$ cat src/rtl/usb_mem_readback_pkg.sv
// Shared definitions for the USB upload (readback) path: FSM encoding, FX2 strobe
// polarity, lane ordering shared with the download packer, and packet defaults.
package usb_mem_readback_pkg;

    typedef enum logic [1:0] {
        ST_IDLE   = 2'd0,
        ST_STREAM = 2'd1,
        ST_PKTEND = 2'd2,
        ST_FINISH = 2'd3
    } rb_state_t;

    // FX2 SLWR / PKTEND are active low
    localparam logic FX2_ASSERT = 1'b0;
    localparam logic FX2_IDLE   = 1'b1;

    localparam int LANE_W = 16;
    localparam int LANES  = 8;

    // Bits [15:0] travel first; must stay identical to the download packer
    localparam bit LANE_LSB_FIRST = 1'b1;

    localparam int PKT_WORDS_DEFAULT = 256;

    function automatic logic [LANE_W-1:0] lane_pick(
        input logic [LANES*LANE_W-1:0] word,
        input logic [2:0]              lane
    );
        logic [2:0] idx;
        idx = LANE_LSB_FIRST ? lane : (3'(LANES - 1) - lane);
        return word[idx*LANE_W +: LANE_W];
    endfunction

endpackage

$ cat src/rtl/usb_rb_fifo.sv
// Return buffer for 128-bit memory words. Read data is presented combinationally
// from the head entry so the serializer can reload without a bubble.
module usb_rb_fifo #(
    parameter int DEPTH = 4,
    parameter int WIDTH = 128,
    localparam int AW   = $clog2(DEPTH)
) (
    input  logic             clk,
    input  logic             rst_n,
    input  logic             flush,
    input  logic             wr_en,
    input  logic [WIDTH-1:0] wr_data,
    input  logic             rd_en,
    output logic [WIDTH-1:0] rd_data,
    output logic             full,
    output logic             empty,
    output logic [AW:0]      count
);

    logic [WIDTH-1:0] mem [DEPTH];
    logic [AW-1:0]    wr_ptr_reg;
    logic [AW-1:0]    rd_ptr_reg;
    logic [AW:0]      count_reg;
    logic             do_wr;
    logic             do_rd;

    assign full    = (count_reg == (AW+1)'(DEPTH));
    assign empty   = (count_reg == '0);
    assign count   = count_reg;
    assign do_wr   = wr_en && !full;
    assign do_rd   = rd_en && !empty;
    assign rd_data = mem[rd_ptr_reg];

    always_ff @(posedge clk or negedge rst_n) begin
        if (!rst_n) begin
            wr_ptr_reg <= '0;
            rd_ptr_reg <= '0;
            count_reg  <= '0;
        end else if (flush) begin
            wr_ptr_reg <= '0;
            rd_ptr_reg <= '0;
            count_reg  <= '0;
        end else begin
            if (do_wr) wr_ptr_reg <= wr_ptr_reg + 1'b1;
            if (do_rd) rd_ptr_reg <= rd_ptr_reg + 1'b1;
            if (do_wr && !do_rd)      count_reg <= count_reg + 1'b1;
            else if (do_rd && !do_wr) count_reg <= count_reg - 1'b1;
        end
    end

    always_ff @(posedge clk) begin
        if (do_wr && !flush) mem[wr_ptr_reg] <= wr_data;
    end

endmodule

$ cat src/rtl/usb_mem_readback.sv
// Reads 128-bit pattern words back from memory and streams them as 16-bit words
// into the FX2 IN FIFO, committing any trailing short packet with PKTEND.
module usb_mem_readback
    import usb_mem_readback_pkg::*;
#(
    parameter int BUF_DEPTH = 4,
    parameter int PKT_WORDS = PKT_WORDS_DEFAULT,
    parameter int LEN_W     = 24
) (
    input  logic             ifclk,
    input  logic             reset_n,
    input  logic             start,
    input  logic             abort,
    input  logic [LEN_W-1:0] rd_len,
    output logic             mem_rd_req,
    input  logic [127:0]     mem_rd_data,
    input  logic             mem_rd_data_valid,
    input  logic             usb_full_n,
    output logic [15:0]      usb_dout,
    output logic             usb_wr_n,
    output logic             usb_pktend_n,
    output logic             busy,
    output logic             done,
    output logic             overflow
);

    localparam int CW = $clog2(BUF_DEPTH) + 1;
    localparam int PW = $clog2(PKT_WORDS);
    localparam logic [CW:0]   DEPTH_V   = (CW+1)'(BUF_DEPTH);
    localparam logic [PW-1:0] PKT_LAST  = PW'(PKT_WORDS - 1);

    rb_state_t        state_reg, state_next;
    logic [LEN_W-1:0] req_left_reg;
    logic [LEN_W-1:0] word_left_reg;
    logic [CW-1:0]    outstanding_reg;
    logic [PW-1:0]    pkt_cnt_reg;
    logic [127:0]     ser_word_reg;
    logic             ser_valid_reg;
    logic [2:0]       lane_reg;
    logic             wr_n_reg;
    logic             pktend_n_reg;
    logic [15:0]      dout_reg;
    logic             overflow_reg;

    logic [127:0]     fifo_rd_data;
    logic             fifo_full;
    logic             fifo_empty;
    logic [CW-1:0]    fifo_count;
    logic [CW:0]      occupancy;
    logic             start_ok;
    logic             abort_take;
    logic             in_stream;
    logic             write_now;
    logic             last_lane;
    logic             ser_load;
    logic             fifo_wr;
    logic             pktend_fire;

    assign in_stream  = (state_reg == ST_STREAM);
    assign start_ok   = (state_reg == ST_IDLE) && start && (outstanding_reg == '0);
    assign abort_take = abort && ((state_reg == ST_STREAM) || (state_reg == ST_PKTEND));
    assign occupancy  = {1'b0, fifo_count} + {1'b0, outstanding_reg};
    assign last_lane  = (lane_reg == 3'd7);
    assign write_now  = in_stream && ser_valid_reg && usb_full_n && !abort;
    assign ser_load   = in_stream && !abort && !fifo_empty &&
                        (!ser_valid_reg || (write_now && last_lane));
    // Returns are only buffered while streaming; late returns after abort are dropped
    assign fifo_wr    = mem_rd_data_valid && in_stream;

    usb_rb_fifo #(
        .DEPTH (BUF_DEPTH),
        .WIDTH (128)
    ) u_fifo (
        .clk     (ifclk),
        .rst_n   (reset_n),
        .flush   (abort_take),
        .wr_en   (fifo_wr),
        .wr_data (mem_rd_data),
        .rd_en   (ser_load),
        .rd_data (fifo_rd_data),
        .full    (fifo_full),
        .empty   (fifo_empty),
        .count   (fifo_count)
    );

    always_ff @(posedge ifclk or negedge reset_n) begin
        if (!reset_n) state_reg <= ST_IDLE;
        else          state_reg <= state_next;
    end

    always_comb begin
        state_next = state_reg;
        unique case (state_reg)
            ST_IDLE: begin
                if (start_ok) state_next = (rd_len != '0) ? ST_STREAM : ST_FINISH;
            end
            ST_STREAM: begin
                if (abort)                    state_next = ST_FINISH;
                else if (word_left_reg == '0) state_next = (pkt_cnt_reg != '0) ? ST_PKTEND : ST_FINISH;
            end
            ST_PKTEND: begin
                if (abort || usb_full_n) state_next = ST_FINISH;
            end
            ST_FINISH: state_next = ST_IDLE;
            default:   state_next = ST_IDLE;
        endcase
    end

    always_comb begin
        busy        = 1'b0;
        done        = 1'b0;
        mem_rd_req  = 1'b0;
        pktend_fire = 1'b0;
        unique case (state_reg)
            ST_STREAM: begin
                busy       = 1'b1;
                mem_rd_req = (req_left_reg != '0) && (occupancy < DEPTH_V);
            end
            ST_PKTEND: begin
                busy        = 1'b1;
                pktend_fire = usb_full_n && !abort;
            end
            ST_FINISH: done = 1'b1;
            default: ;
        endcase
    end

    // Request credit and length bookkeeping
    always_ff @(posedge ifclk or negedge reset_n) begin
        if (!reset_n) begin
            req_left_reg    <= '0;
            word_left_reg   <= '0;
            outstanding_reg <= '0;
            pkt_cnt_reg     <= '0;
            overflow_reg    <= 1'b0;
        end else begin
            if (mem_rd_req && !mem_rd_data_valid)
                outstanding_reg <= outstanding_reg + CW'(1);
            else if (!mem_rd_req && mem_rd_data_valid && (outstanding_reg != '0))
                outstanding_reg <= outstanding_reg - CW'(1);

            if (start_ok) begin
                req_left_reg  <= rd_len;
                word_left_reg <= rd_len;
                pkt_cnt_reg   <= '0;
                overflow_reg  <= 1'b0;
            end else if (abort_take) begin
                req_left_reg  <= '0;
                word_left_reg <= '0;
            end else begin
                if (mem_rd_req)             req_left_reg  <= req_left_reg - LEN_W'(1);
                if (write_now && last_lane) word_left_reg <= word_left_reg - LEN_W'(1);
                if (write_now) pkt_cnt_reg <= (pkt_cnt_reg == PKT_LAST) ? '0 : pkt_cnt_reg + PW'(1);
                if (fifo_wr && fifo_full) overflow_reg <= 1'b1;
            end
        end
    end

    always_ff @(posedge ifclk or negedge reset_n) begin
        if (!reset_n) begin
            ser_word_reg  <= '0;
            ser_valid_reg <= 1'b0;
            lane_reg      <= '0;
        end else if (abort_take || start_ok) begin
            ser_valid_reg <= 1'b0;
            lane_reg      <= '0;
        end else begin
            if (write_now) lane_reg <= lane_reg + 3'd1;
            if (ser_load) begin
                ser_word_reg  <= fifo_rd_data;
                ser_valid_reg <= 1'b1;
            end else if (write_now && last_lane) begin
                ser_valid_reg <= 1'b0;
            end
        end
    end

    always_ff @(posedge ifclk or negedge reset_n) begin
        if (!reset_n) begin
            wr_n_reg     <= FX2_IDLE;
            pktend_n_reg <= FX2_IDLE;
            dout_reg     <= '0;
        end else begin
            wr_n_reg     <= write_now ? FX2_ASSERT : FX2_IDLE;
            pktend_n_reg <= pktend_fire ? FX2_ASSERT : FX2_IDLE;
            if (write_now) dout_reg <= lane_pick(ser_word_reg, lane_reg);
        end
    end

    assign usb_wr_n     = wr_n_reg;
    assign usb_pktend_n = pktend_n_reg;
    assign usb_dout     = dout_reg;
    assign overflow     = overflow_reg;

endmodule

$ cat config.mk
export PLATFORM = sky130hd
export DESIGN_NAME = usb_mem_readback
export DESIGN_NICKNAME = d
export VERILOG_FILES = /design/src/rtl/usb_mem_readback_pkg.sv /design/src/rtl/usb_rb_fifo.sv /design/src/rtl/usb_mem_readback.sv
export SDC_FILE = /design/constraint.sdc
export NUM_CORES = 1
export LEC_CHECK = 0
export CAP_MARGIN = 20
export CORE_MARGIN = 2
export CORE_UTILIZATION = 60
export DETAILED_ROUTE_END_ITERATION = 10
export PLACE_DENSITY = 0.86
export SETUP_SLACK_MARGIN = 0.4
export SLEW_MARGIN = 25
export SYNTH_ARGS = -nofsm -noshare
export SYNTH_HDL_FRONTEND = slang
export SYNTH_SLANG_ARGS = --single-unit
$ cat constraint.sdc
create_clock -name ifclk -period 9.75 [get_ports ifclk]
set_clock_uncertainty 0.05 [all_clocks]
set_input_delay 0.975 -clock ifclk [delete_from_list [all_inputs] [get_ports ifclk]]
set_output_delay 0.975 -clock ifclk [all_outputs]
set_load 0.02 [all_outputs]
== Word-level counts from Yosys, hierarchy flattened ==
Memory sizes are Yosys's and may differ from the RTL's. A register that Yosys moved wholly into a read port is not among the register bits.
Cells that the tools add are included.

* Add/sub/neg operators: 11
* Order comparisons: 1
* Eq/ne operators: 10
* Shifts and indexed selects: 1
* Mux-type cells: 42
* Bitwise operators: 1
* Reduce and logical (&&, ||, !) cells: 59

{| class="wikitable"
|+ Operators with widths
! cell !! count
|-
| 2-to-1 mux 24 bit || 6
|-
| indexed part select 128 x 8 -> 16 bit || 1
|-
| nonzero test 24 bit || 2
|-
| subtractor 24 x 1 -> 24 bit (second input constant) || 2
|-
| 2-to-1 mux 8 bit || 4
|-
| zero test 24 bit || 1
|-
| logical AND 1 bit || 22
|-
| 2-to-1 mux 3 bit || 7
|-
| 2-to-1 mux 2 bit || 9
|-
| 2-to-1 mux 1 bit || 15
|-
| nonzero test 3 bit || 5
|-
| nonzero test 2 bit || 6
|-
| zero test 1 bit || 10
|-
| adder 3 x 1 -> 3 bit (second input constant) || 3
|-
| adder 8 x 1 -> 8 bit (second input constant) || 1
|-
| == test 8 bit (second input constant) || 1
|-
| case mux 2 bit (4 select lines) || 1
|-
| nonzero test 8 bit || 1
|-
| == test 3 bit (second input constant) || 2
|-
| zero test 3 bit || 2
|-
| AND reduction 2 bit || 3
|-
| subtractor 3 x 1 -> 3 bit (second input constant) || 2
|-
| adder 2 x 1 -> 2 bit (second input constant) || 2
|-
| adder 3 x 3 -> 4 bit || 1
|-
| other kinds (11) || 16
|}

* Flip-flop bits (word level): 91
* Bits in writable memories: 512
* Bits of input ports: 158
* Output and inout bits: 22
* Word-level logic and storage cells: 140
* Memories: 1

{| class="wikitable"
|+ Memories
! name !! words !! bits a word !! rd ports !! clocked after memory_dff !! wr ports !! RTL line !! source
|-
| u_fifo.mem || 4 || 128 || 1 || 1 || 1 || usb_rb_fifo.sv:20 || <nowiki>logic [WIDTH-1:0] mem [DEPTH];</nowiki>
|}

== Longest topological paths before layout ==
Gate-level depths: netlist of run 1.

* Depth in word-level cells: 12
* Depth in mapped cells: 13
* Mapped depth without buffers: 12

== Modules after synthesis ==
From an unflattened synthesis of run 1, not the netlist that was laid out.

* Cell total of the unflattened synthesis: 1572
* Area, all modules: 29308.1 um^2

{| class="wikitable"
|+ By module, submodules not included
! module !! times used !! cells an instance !! area each (um^2) !! sequential area each (um^2)
|-
| usb_rb_fifo || 1 || 717 || 18939.4 || 15549.9
|-
| usb_mem_readback || 1 || 855 || 10368.7 || 5307.6
|}

== Least setup slack after synthesis of run 1 ==
OpenSTA, ideal clock, no wires.

* Path type: input to register
* Start point: input mem_rd_data_valid
* End point: memory u_fifo.mem[0][0], enable pin
* Setup time: 0.502 ns
* Arrival time: 4.614 ns
* Required time: 9.198 ns
* Path slack: 4.584 ns
* Stages on the path: 4
* Buffers on the path: 1
* Cells stage by stage: clkbuf_1 -> nand2_1 -> nor2_1 -> and3_1

* Cells in the longest elaborated chain, start to end: 5

{| class="wikitable"
|+ Ends and longest elaborated chain
! element !! RTL line !! source
|-
| start: declaration || usb_mem_readback.sv:17 || <nowiki>input logic mem_rd_data_valid,</nowiki>
|-
| logical AND 1 bit || usb_mem_readback.sv:68 || <nowiki>assign fifo_wr = mem_rd_data_valid && in_stream;</nowiki>
|-
| logical AND 1 bit || usb_rb_fifo.sv:30 || <nowiki>assign do_wr = wr_en && !full;</nowiki>
|-
| logical AND 1 bit || usb_rb_fifo.sv:52 || <nowiki>if (do_wr && !flush) mem[wr_ptr_reg] <= wr_data;</nowiki>
|-
| 2-to-1 mux 1 bit || usb_rb_fifo.sv:52 ||
|-
| 2-to-1 mux 1 bit (not written as such) || usb_rb_fifo.sv:52 ||
|-
| end: declaration || usb_rb_fifo.sv:20 ||
|}

No other way between the ends.

== Final worst setup path of run 1 ==
* Start point: input abort
* End point: register ser_word_reg[14], read port of u_fifo.mem

* Cells in the longest elaborated chain, start to end: 6
* Elaborated cells on any way between the ends: 11
* Those cells by class: bitwise: 1; reduce/logical: 10

{| class="wikitable"
|+ Ends and longest elaborated chain
! element !! RTL line !! source
|-
| start: declaration || usb_mem_readback.sv:13 || <nowiki>input logic abort,</nowiki>
|-
| zero test 1 bit || usb_mem_readback.sv:64, usb_mem_readback.sv:65 ||
|-
| logical AND 1 bit || usb_mem_readback.sv:64 || <nowiki>assign write_now = in_stream && ser_valid_reg && usb_full_n && !abort;</nowiki>
|-
| logical AND 1 bit || usb_mem_readback.sv:66 || <nowiki>(!ser_valid_reg || (write_now && last_lane));</nowiki>
|-
| logical OR 1 bit || usb_mem_readback.sv:66 ||
|-
| logical AND 1 bit || usb_mem_readback.sv:65 || <nowiki>assign ser_load = in_stream && !abort && !fifo_empty &&</nowiki>
|-
| AND reduction 2 bit (no line) (*) || n/a ||
|-
| end: declaration || usb_mem_readback.sv:37 || <nowiki>logic [127:0] ser_word_reg;</nowiki>
|}

Mark *: on every way between the ends. The rest lies on a longest branch, timed or not.
A chain may end at the register's enable or synchronous reset.

==> metrics.md, run 1 <==
| Metric | Value |
|---|---|
| Status | `complete, no violations` |
| Post-synthesis sequential area ratio | `71.0%` |
| Starting Density | `60.4%` |
| Synth cell types | `70` |
| Min cycle time layout | `5.03 ns` |
| Avg Vias per Cell | `6.56` |
| Worst slew margin | `32.1%` |
| ANT nets after route | `0` |
| Power per cell area | `273 nW/µm²` |
| WP data arrival | `5.47 ns` |
| Max FO, Critical Path | `around 70` |
| Max VDD drop | `0.172 mV` |
| Leakage power | `~0.012 µW` |
| Post-route total power | `9350 µW` |
| Final core occ | `70.4%` |
| GP Congestion | `between 0.9 and 1` |
| Post-cts resize count | `0` |
| Simple-Gate Fraction of Synth Area | `about 4.4%` |
| Share of flip-flops with an asynchronous set or reset | `between 20% and 30%` |
| Mapped Cells | `1582` |
| # setup viols final | `0` |
| Finished Cell Area | `34300 µm²` |
| Fin nets | `1954` |
| WS Path Type | `input port to register` |
| Postcts setup bufs | `0` |
| Max Slew Vio Count | `0` |
| Period utilisation layout | `roughly half` |
| Count of input and output buffers | `about 180` |
| WL met3 | `5.22 mm` |
| Final count of hold timing violations | `0` |
| Hold-fix buffers at CTS | `0` |
| Die area | `50700 µm²` |
| M1 WL | `around 27 mm` |
| TritonCTS Buffers | `73` |
| Pin count of the biggest net entering global routing | `79` |
| Most used DFF post-synth | `edfxtp_1` |
| Placement Rows | `81` |
| Max Root-Sink Buffers | `3` |
| Largest family of logic cells by synthesized area | `multiplexers` |
| Crit end category | `register` |
| Pre-CTS setup slack | `4.24 ns` |
| Initial drt markers | `1882` |
| Worst-Skew Late Latency | `0.61 ns` |
| Synth Area in XOR/XNOR | `1.04%` |
| # fillers | `2826` |
| Global-route wire length before repair | `104 mm` |
| Post-Synth Adder-Cell Area | `0.861%` |
| WL per Instance | `roughly 28 µm` |
| Req. time, crit path | `10.18 ns` |
| Slack of the critical path | `4.72 ns` |
| Final wirelength | `about 70 mm` |
| GRT overflow | `0` |
| Vias | `16.1k` |
| Final setup TNS | `0 ns` |
| Dpl hpwl | `between 40 and 50 mm` |
| Yosys reg bits | `731` |
| R2r worst-path depth | `8` |
| RSZ-0062 raised after global routing | `no` |
| Die width | `225 µm` |
| Mux cell area share after synthesis | `17.8%` |
| Max Used Layer | `met5` |
| Number of global-route vias before repair | `between 15k and 20k` |
| Share of layout cells above drive strength 1 | `25.0%` |
| Synthesized area | `just under 30000 µm²` |
| Synth Area in Compound Gates | `approximately 3.4%` |
| Min-delay worst type | `input port to async pin` |
| Root Buffer | `clkbuf_16` |
| Antenna violations before repair | `4` |
| # DRC | `0` |
| H-tree depth | `3` |
| TritonCTS clock tree | `yes` |
| Max-cap viol count | `0` |
| Max reg flops | `512` |
| YS warnings | `0` |
| DR pass1 iterations | `7` |
| Syn nets | `roughly 1.8k` |
| Layout area overhead | `16.7%` |
| Met2 WL | `34.5 mm` |
| Top-level I/O count | `180` |
| Core footprint | `48600 µm²` |
| Placement Cell Area | `approximately 32000 µm²` |
| Worst Tran Pin Value | `just over 1 ns` |
| Total track usage | `27.9%` |
| Chip height | `~230 µm` |
| TritonCTS sink count | `731` |
| Worst-path clk slew | `0.06 ns` |
| Max Freq | `199 MHz` |
| Average size of a mapped cell | `between 15 and 20 µm²` |
| CP startpoint kind | `input port` |
| EDFF count, synth | `512` |
[metrics by stage]
step | std cells | hold slack, ns
floorplan | 1582 | 0.424
global placement | 2322 | 0.412
detailed placement | 2322 | 0.427
CTS | 2457 | 0.273
global route | 2460 | 0.307
finish | 2462 | 0.256
[area by class of cell]
class	count	area [µm²]	area share, %
repair buffers	202	2020	5.89
multi-input cells	749	8120	23.7
well taps	622	778	2.27
diodes	3	7.51	0.0219
clock buffers	103	2050	5.99
flip-flops and latches	731	20900	60.9
clock inverters	32	338	0.986
inverters	20	75.1	0.219
[critical path: stages]
cell             delay (ns)
clkdlybuf4s50_1        0.56
and4b_1                0.74
inv_2                  0.46
o21ai_1                0.64
nand3_4                0.84
buf_4                  0.75
mux2_2                 0.44
[routing by layer]
metal / global-route usage (%) / up-vias
li1: - / 6700
met1: 39.3 / 8467
met2: 45.2 / 855
met3: 4.32 / 123
met4: 9.87 / 2
met5: 0 / -
[synthesized netlist by cell type, types with 5 or more instances]
master | number | area (µm²)
nand3_1 | 19 | 95.1
nor3_1 | 16 | 80.1
nand2_1 | 74 | 278
a2bb2oi_1 | 6 | 52.6
dfrtp_1 | 217 | 5430
xnor2_1 | 27 | 236
ha_1 | 17 | 213
nor2_1 | 39 | 146
a21oi_1 | 26 | 130
nand2b_1 | 6 | 37.5
mux2_2 | 129 | 1450
clkbuf_1 | 49 | 184
o21ai_0 | 52 | 260
buf_1 | 8 | 30.0
a22oi_1 | 6 | 45.0
o31ai_1 | 7 | 52.6
o21ai_1 | 6 | 30.0
nor4_1 | 15 | 93.8
mux2i_1 | 18 | 180
inv_1 | 18 | 67.6
or4_1 | 9 | 67.6
and3_1 | 7 | 43.8
edfxtp_1 | 512 | 15400
a211oi_1 | 6 | 45.0
nand4_1 | 12 | 75.1
mux4_2 | 160 | 3600
buf_2 | 20 | 100
buf_4 | 5 | 37.5
xor2_1 | 8 | 70.1
or3_1 | 9 | 56.3
[path summary, 6_finish.rpt]
kind	start	end	slack, ns
worst max-delay path	abort	ser_word_reg[14]	4.72
worst min-delay path	reset_n	outstanding_reg[0]	0.26
worst max register to register	state_reg[1]	ser_word_reg[14]	4.95
worst min register to register	usb_dout[9]	usb_dout[9]	0.45
max in group asynchronous	reset_n	u_fifo.rd_ptr_reg[0]	7.46
min in group ifclk	usb_dout[9]	usb_dout[9]	0.45
[power by group]
part	switching, µW	internal [µW]
logic	1210	1080
registers	403	3870
clock network	1170	1620
[cell families after synthesis]
logic type / Yosys count
DFF: 731
and+or+nand+nor: 240
adders and majority gates: 19
muxes: 307
AOI/OAI and AO/OA: 148
xor gates and xnor gates: 35
buffers and inverters: 102
[placed cells by master, fill, tap and decap left out, types with 19 or more instances in the layout]
cell             count
edfxtp_1           512
mux4_2             160
nand2_1             74
buf_4               19
nor2_1              38
dfrtp_1            213
o21ai_0             52
mux2_2             129
clkdlybuf4s50_1    178
a21oi_1             26
clkbuf_1            21
xnor2_1             27
clkbuf_16           75
Power figures use the tool's default switching activity.
==> inputs of run 2 (changes only) <==
- CORE_UTILIZATION: 60 -> 59
- PLACE_DENSITY: 0.86 -> 0.85
- clock period: 9.75 -> 4.65 ns (I/O delays scaled with it)
==> metrics.md, run 2 (synthesis gave the netlist of run 1 again) <==
| Metric | Value |
|---|---|
| Number of global-route vias before repair | `16.8k (was 16.6k)` |
| Combinational cell fraction of total power | `24.5% (about the same)` |
| RSZ-0062 raised after global routing | `no (unchanged)` |
| Fin nets | `1969 (was 1954)` |
| Min-delay worst type | `input port to async pin (unchanged)` |
| Vias | `16.3k (was 16.1k)` |
| ANT nets after route | `0 (unchanged)` |
| Finished Cell Area | `34600 µm² (was 34300 µm²)` |
| Max VDD drop | `0.479 mV (was 0.172 mV)` |
| Reg2reg setup slack | `1.34 ns (was 4.95 ns)` |
| Layout area overhead | `17.7% (was 16.7%)` |
| Status | `complete, no violations (unchanged)` |
| Switching Share | `29.9% (was 29.8%)` |
| Placement Cell Area | `32100 µm² (was 31800 µm²)` |
| TritonCTS sink count | `731 (unchanged)` |
| Global-route wire length before repair | `106 mm (was 104 mm)` |
| Initial drt markers | `1858 (was 1882)` |
| Leakage power | `0.0119 µW (was 0.0118 µW)` |
| Max Freq | `263 MHz` |
| WP data arrival | `3.28 ns (was 5.47 ns)` |
| Core footprint | `49100 µm² (was 48600 µm²)` |
| Dpl hpwl | `41.7 mm (was 41.0 mm)` |
| WL per Instance | `28.1 µm (was 28.0 µm)` |
| Share of layout cells above drive strength 1 | `25.7% (was 25.0%)` |
| Post-cts resize count | `0 (unchanged)` |
| Crit-path cells | `ha_1 > nor4b_2 > nand2_2 > a21o_1 > inv_2 > clkdlybuf4s50_1 (was clkdlybuf4s50_1 > and4b_1 > inv_2 > o21ai_1 > nand3_4 > buf_4 > mux2_2)` |
| Slowest cell delay on critical path | `0.66 ns (was 0.84 ns)` |
| Power per cell area | `572 nW/µm² (was 273 nW/µm²)` |
| TritonCTS clock tree | `yes (unchanged)` |
| GRT overflow | `0 (unchanged)` |
| Final count of hold timing violations | `0 (unchanged)` |
| TritonCTS Buffers | `74 (was 73)` |
| Final wirelength | `71.0 mm (was 69.0 mm)` |
| Min cycle time layout | `3.80 ns` |
| Net Switching | `5910 µW (was 2780 µW)` |
| Worst setup path start | `outstanding_reg[2] (was abort)` |
| WS Path Type | `register to primary output (was input port to register)` |
| Most common cell after layout, fill and taps aside | `edfxtp_1 (unchanged)` |
| Commonest non-fill, non-tap cells in the layout | `512 x edfxtp_1, 214 x dfrtp_1, 178 x clkdlybuf4s50_1 (was 512 x edfxtp_1, 213 x dfrtp_1, 178 x clkdlybuf4s50_1)` |
| Clock power frac | `30.1% (was 29.8%)` |
| Req. time, crit path | `4.14 ns (was 10.18 ns)` |
| Max reg flops | `512 (unchanged)` |
| CP startpoint kind | `register (was input port)` |
| Antenna violations before repair | `9 (was 4)` |
| Sequential share of power | `45.4% (was 45.7%)` |
| Top Family by Delay on Critical Path | `buffers and inverters (unchanged)` |
| Chip height | `227 µm (was 225 µm)` |
| Crit end category | `primary output (was register)` |
| Avg Vias per Cell | `6.44 (was 6.56)` |
| Period utilisation layout | `81.7%` |
| Top-level I/O count | `180 (unchanged)` |
| Worst slew margin | `50.1% (was 32.1%)` |
| Max Root-Sink Buffers | `3 (unchanged)` |
| Buf/Inv on CP | `2 (was 3)` |
| Die width | `227 µm (was 225 µm)` |
| Die area | `51600 µm² (was 50700 µm²)` |
| Pin count of the biggest net entering global routing | `104 (was 79)` |
| Max Slew Vio Count | `0 (unchanged)` |
| Count of input and output buffers | `179 (unchanged)` |
| # DRC | `0 (unchanged)` |
| Total track usage | `28.3% (was 27.9%)` |
| Final core occ | `70.4% (about the same)` |
| Starting Density | `59.9% (was 60.4%)` |
| Placement Rows | `81 (unchanged)` |
| Hold-fix buffers at CTS | `1 (was 0)` |
| Root Buffer | `clkbuf_16 (unchanged)` |
| Worst Tran Pin Value | `0.749 ns (was 1.02 ns)` |
| Internal power | `13900 µW (was 6560 µW)` |
| Max FO, Critical Path | `10 (was 68)` |
| Max-cap viol count | `0 (unchanged)` |
| Worst r2r src | `state_reg[1] (unchanged)` |
| Min Hold Slack | `0.360 ns (was 0.256 ns)` |
| Critical Path Slowest Stage Cell | `clkdlybuf4s50_1 (was nand3_4)` |
| # setup viols final | `0 (unchanged)` |
| Postcts setup bufs | `0 (unchanged)` |
| GP Congestion | `0.893 (was 0.920)` |
| Final setup TNS | `0 ns (unchanged)` |
| Worst-path clk slew | `0.06 ns (about the same)` |
| H-tree depth | `3 (unchanged)` |
| Worst-Skew Late Latency | `0.62 ns (was 0.61 ns)` |
| DR pass1 iterations | `5 (was 7)` |
==> run 2: changes by cell type in the layout (fill, tap and decap cells not counted), sizes merged <==
| cell | previous run | this run |
|---|---|---|
| buf | 24 | 37 |
| clkbuf | 103 | 96 |
| clkinv | 22 | 27 |
| diode | 3 | 7 |
| clkinvlp | 2 | 4 |
| bufinv | 5 | 6 |
| dlygate4sd3 | 0 | 1 |
==> run 2: final cells by class <==
cell class / instances / area, µm²
Clock buffer: 96 / 2050
Antenna cell: 7 / 17.5
Sequential cell: 731 / 20900
Timing Repair Buffer: 216 / 2210
Fill cell: 2904 / 14500
Clock inverter: 40 / 372
Inverter: 20 / 75.1
Tap cell: 664 / 831
Multi-Input combinational cell: 749 / 8130
==> run 2: worst reg2reg max path: cells and delay by family (launching register included) <==
family	cells	cell delay [ns]
fa+ha+maj	2	0.71
buf+inv	3	0.42
simple gates	2	0.29
compound gates	4	1.34
flops	1	0.43
==> run 2: per-layer routing <==
layer,vias up,track usage [%],part of all wire (%)
met5,-,0,0.039
met4,4,11.0,3.0
met3,127,6.38,8.5
met2,843,45.9,50
met1,8538,38.1,38
li1,6746,-,-
==> run 2: power by group through the flow <==
stage | clock network [µW] | registers [µW] | logic, µW
after floorplan | 0 | 8700 | 3210
after global placement | 0 | 8900 | 4500
after global routing | 6270 | 9050 | 5160
final | 5950 | 8980 | 4840
after CTS | 6020 | 8940 | 4790
after detailed placement | 0 | 9000 | 4670
==> run 2: path summary, 6_finish.rpt <==
| kind | endpoint | cells after the start |
|---|---|---|
| setup reg to reg | u_fifo.count[2] | 11 |
| hold reg to reg | usb_dout[3] | 2 |
| setup / recovery | mem_rd_req | 6 |
| max in group asynchronous | ser_word_reg[82] | 3 |
| hold / removal | state_reg[0] | 2 |
| min in group ifclk | usb_pktend_n | 2 |
==> run 2: stage by stage <==
step / total power (µW) / setup slack, ns / cells
after CTS: 19800 / 0.859 / 2515
after global routing: 20500 / 0.721 / 2520
final: 19800 / 0.852 / 2523
after floorplan: 11900 / 1.47 / 1582
after global placement: 13400 / 1.28 / 2378
after detailed placement: 13700 / 1.16 / 2378
